### src/rtl/halt_detector.sv
// halt_detector: sticky program-end detector that stops the core once PC reaches/passes PC_End.
// Latency: halt/overrun/cycle_count update on the rising edge that samples the trigger (1 cycle).
// Backpressure: none; halt is a level signal that gates PC update and fetch.
//
// Ports:
//   clk          - single clock, rising-edge state updates
//   reset        - asynchronous active-high reset, clears all state
//   PC_Curr      - current program counter (unsigned, PC_WIDTH bits)
//   PC_End       - address of the final instruction (unsigned, PC_WIDTH bits)
//   halt         - registered, sticky: end of program reached
//   overrun      - registered, sticky: halt caused by PC_Curr > PC_End
//   cycle_count  - edges taken up to and including the halting edge (saturating)

module halt_detector #(
  parameter int PC_WIDTH  = 8,
  parameter int CNT_WIDTH = 16
) (
  input  logic                 clk,
  input  logic                 reset,
  input  logic [PC_WIDTH-1:0]  PC_Curr,
  input  logic [PC_WIDTH-1:0]  PC_End,
  output logic                 halt,
  output logic                 overrun,
  output logic [CNT_WIDTH-1:0] cycle_count
);

  logic                 halt_q;
  logic                 overrun_q;
  logic [CNT_WIDTH-1:0] cnt_q;

  logic                 hit;
  logic                 past_end;
  logic [CNT_WIDTH-1:0] cnt_d;

  // Plain unsigned compare on the sampled value; a PC that has already
  // wrapped below PC_End is deliberately not treated as a hit.
  assign hit      = (PC_Curr >= PC_End);
  assign past_end = (PC_Curr != PC_End);

  // Counter saturates at all-ones so a program that never ends cannot
  // alias back to a small cycle count.
  always_comb begin
    cnt_d = cnt_q;
    if (cnt_q != {CNT_WIDTH{1'b1}}) begin
      cnt_d = cnt_q + {{(CNT_WIDTH-1){1'b0}}, 1'b1};
    end
  end

  // Once halted everything freezes until reset; inputs are ignored.
  always_ff @(posedge clk or posedge reset) begin
    if (reset) begin
      halt_q    <= 1'b0;
      overrun_q <= 1'b0;
      cnt_q     <= '0;
    end else if (!halt_q) begin
      halt_q    <= hit;
      overrun_q <= hit && past_end;
      cnt_q     <= cnt_d;
    end
  end

  assign halt        = halt_q;
  assign overrun     = overrun_q;
  assign cycle_count = cnt_q;

endmodule

### config.mk
export PLATFORM = sky130hd
export DESIGN_NAME = halt_detector
export DESIGN_NICKNAME = d
export VERILOG_FILES = /design/src/rtl/halt_detector.sv
export SDC_FILE = /design/constraint.sdc
export NUM_CORES = 1
export LEC_CHECK = 0
export CORE_ASPECT_RATIO = 1.1
export CORE_UTILIZATION = 40
export CTS_CLUSTER_SIZE = 24
export DETAILED_ROUTE_END_ITERATION = 8
export PLACE_DENSITY = 0.83
export SYNTH_ARGS = -nofsm -noshare
export SYNTH_HDL_FRONTEND = slang
export SYNTH_SLANG_ARGS = --single-unit
### constraint.sdc
create_clock -name clk -period 1.48 [get_ports clk]
set_input_delay 0.296 -clock clk [delete_from_list [all_inputs] [get_ports clk]]
set_output_delay 0.296 -clock clk [all_outputs]
set_load 0.01 [all_outputs]
==> impl_metrics.json <==
{
  "cts_sinks": 18,
  "pre_cts_slack_ns": -0.671,
  "fin_util_pct": 75.3,
  "cts_buffers": 3,
  "syn-cell-area_mm2": 0.00106,
  "cts-root-buf": "clkbuf_4",
  "yosysUniqueCellTypes": 28,
  "start_util_pct": 42.3,
  "syn_to_final_growth_pct": 78.3,
  "drt_wl_total_mm": 2.99,
  "place_congestion": 0.838,
  "final-hold-violation-count": 0,
  "dp_hpwl_mm": 2.06,
  "clk_path_buf_depth": 2,
  "grt_pass1_vias": 1074,
  "tritoncts": "done",
  "rsz0062_at_grt": "true",
  "setup_viol": 0,
  "core_area_mm2": 0.00252,
  "dieArea_mm2": 0.00287,
  "clock_tree.htree_level_count": 1,
  "tightest_slew_ns": 0.314,
  "synth_warnings": 0,
  "fmax_mhz": 682,
  "numPortBuffers": 35,
  "startpoint_type": "flop",
  "min_path_type": "primary input to async pin",
  "wl_per_cell_um": 14.7,
  "path_class": "flop to flop",
  "drtIter0Drc": 10,
  "p_leak_nw": 1.07,
  "clock_latency_ns": 0.30,
  "path_cells": "buf_6 > ha_4 > and4b_1 > o211a_1 > and3_4 > xor2_2",
  "via_count": 1092,
  "power_density_mw_per_mm2": 465,
  "drc": 0,
  "fill_cells": 190,
  "ios": 36,
  "worstPathMaxFanout": 3,
  "min_period_ns": 1.47,
  "outcome": "finished clean",
  "vdd_drop_max_mv": 0.411,
  "clock-skew-final_ns": 0.0116,
  "grt_max_degree": 19,
  "row_count": 19,
  "fin_nets": 201,
  "clkTransAtPathRegs_ns": 0.11,
  "grt_pass1_wl_mm": 4.57,
  "synth-seq-cells": 18,
  "overflow": 0,
  "drt-pass1-iter-count": 4,
  "antenna_found_initial": 0,
  "antenna_cells": 0,
  "slowest_delay_ns": 0.41,
  "crit_family": "flip-flops",
  "critPathRequiredTime_ns": 1.66,
  "cp.arrival_ns": 1.65,
  "hold_buffers": 0,
  "syn_inst": 103,
  "ys_seq_area_share_pct": 42.3,
  "end_kind": "flop",
  "drv_slew": 0,
  "relSlewSlack_pct": 78.9,
  "critical_path.slowest_cell": "dfrtp_1",
  "die_w_um": 51.2,
  "via_per_inst": 5.35,
  "avgSynthCellArea_um2": 10.3,
  "holdWs_ns": 0.320,
  "ant_nets": 0,
  "syn_nets": 130,
  "track_usage_pct": 21.4,
  "setup_ws_ns": 0.0130,
  "cap_violations": 0,
  "die_y_um": 56.1,
  "period_share_pct": 99.1,
  "cp_num_buf_inv": 1,
  "setup_tns_ns": 0,
  "drive_gt1_share_pct": 41.0
}
[power breakdown]
part	total, mW	internal, mW	switching [mW]
logic	0.132	0.0729	0.0594
registers	0.491	0.491	0
clock network	0.259	0.105	0.154
total	0.882	0.669	0.213
[timing repair]
item | CTS | global route
buffers inserted | 9 | 11
pin swaps | 5 | 12
resized for setup | 31 | 41
setup endpoints to repair | 22 | 14
[cells in the mapped netlist]
| master | count | area (µm²) |
|---|---|---|
| dfrtp_1 | 18 | 450 |
| inv_1 | 10 | 37.5 |
| ha_1 | 9 | 113 |
| xor2_1 | 8 | 70.1 |
| nand4_1 | 6 | 37.5 |
| a21oi_1 | 5 | 25.0 |
| nand2_1 | 5 | 18.8 |
| nand3_1 | 5 | 25.0 |
| xnor2_1 | 5 | 43.8 |
| nor2_1 | 4 | 15.0 |
| nor3_1 | 4 | 20.0 |
| and4_4 | 3 | 33.8 |
| o21ai_0 | 3 | 15.0 |
| and3_1 | 2 | 12.5 |
| and4b_1 | 2 | 20.0 |
| nor3b_1 | 2 | 15.0 |
| a21o_1 | 1 | 7.51 |
| a22oi_1 | 1 | 7.51 |
| buf_2 | 1 | 5.00 |
| mux2_4 | 1 | 15.0 |
| nand4_4 | 1 | 21.3 |
| nor2b_1 | 1 | 6.26 |
| nor4_1 | 1 | 6.26 |
| o2111ai_1 | 1 | 8.76 |
| o211a_1 | 1 | 10.0 |
| o211ai_1 | 1 | 7.51 |
| o21a_1 | 1 | 7.51 |
| or4b_1 | 1 | 10.0 |
[sequential cells by signal (all words and copies together), names as in the netlist]
register,cells
overrun,1
halt,1
cycle_count,16
[worst register-to-register path: stages, from the launching register on]
cell	delay, ns
dfrtp_1	0.41
buf_6	0.13
ha_4	0.16
and4b_1	0.18
o211a_1	0.16
and3_4	0.19
xor2_2	0.14
[cell type report]
type	count	area (µm²)	share of cell area, %
multi-input cells	74	727	38.3
repair buffers	67	607	32.0
flip-flops and latches	18	454	23.9
inverters	10	45.0	2.37
well taps	31	38.8	2.04
clock buffers	4	26.3	1.38
[kinds of logic (layout without fill, tap and decap cells)]
group	count (synthesis)	after routing	share of synthesized area, %
AND/OR/NAND/NOR	37	37	22.7
adder cells (fa/ha/maj)	9	9	10.6
AO/OA/AOI/OAI	14	14	8.34
buffers and inverters	11	81	4.00
flip-flops	18	18	42.3
multiplexers	1	1	1.41
XOR/XNOR	13	13	10.7
[through the flow]
| stage | power (mW) | cell area [µm²] | std cells |
|---|---|---|---|
| final | 0.882 | 1900 | 204 |
| after global placement | 0.604 | 1580 | 182 |
| after floorplan | 0.547 | 1090 | 103 |
| after global routing | 0.929 | 1900 | 204 |
| after detailed placement | 0.612 | 1580 | 182 |
| after CTS | 0.875 | 1700 | 195 |
[layout by cell type, fill, tap and decap left out, types with 2 or more instances in the layout]
cell and instances:
a21oi_1 4, inv_1 4, nor2_1 3, buf_4 30, buf_6 2, dlymetal6s2s_1 14
dlygate4sd2_1 17, and4_4 3, dfrtp_2 3, ha_4 7, clkbuf_4 3, inv_2 5
dfrtp_1 15, xor2_1 7, nand4_1 6, clkdlybuf4s15_1 2, nor3_2 3, nand2_1 4
nand3_1 4, xnor2_1 5, o21ai_1 2
[metal layers]
| layer | GRT usage, % | routed length (µm) |
|---|---|---|
| met5 | 0 | 0 |
| met2 | 40.2 | 1650 |
| met1 | 21.5 | 1100 |
| met3 | 3.83 | 153 |
| met4 | 11.1 | 91 |
[path summary, 6_finish.rpt]
kind	startpoint	to	slack, ns	cells past startpoint
setup / recovery	cycle_count[0]	cycle_count[10]	0.01	6
hold / removal	reset	cycle_count[14]	0.32	3
setup reg to reg	cycle_count[0]	cycle_count[10]	0.01	6
hold reg to reg	cycle_count[6]	cycle_count[6]	0.50	1
max in group asynchronous	reset	cycle_count[7]	0.93	3
min in group clk	PC_Curr[7]	halt	0.42	3
(Power assumes the default switching activity.)
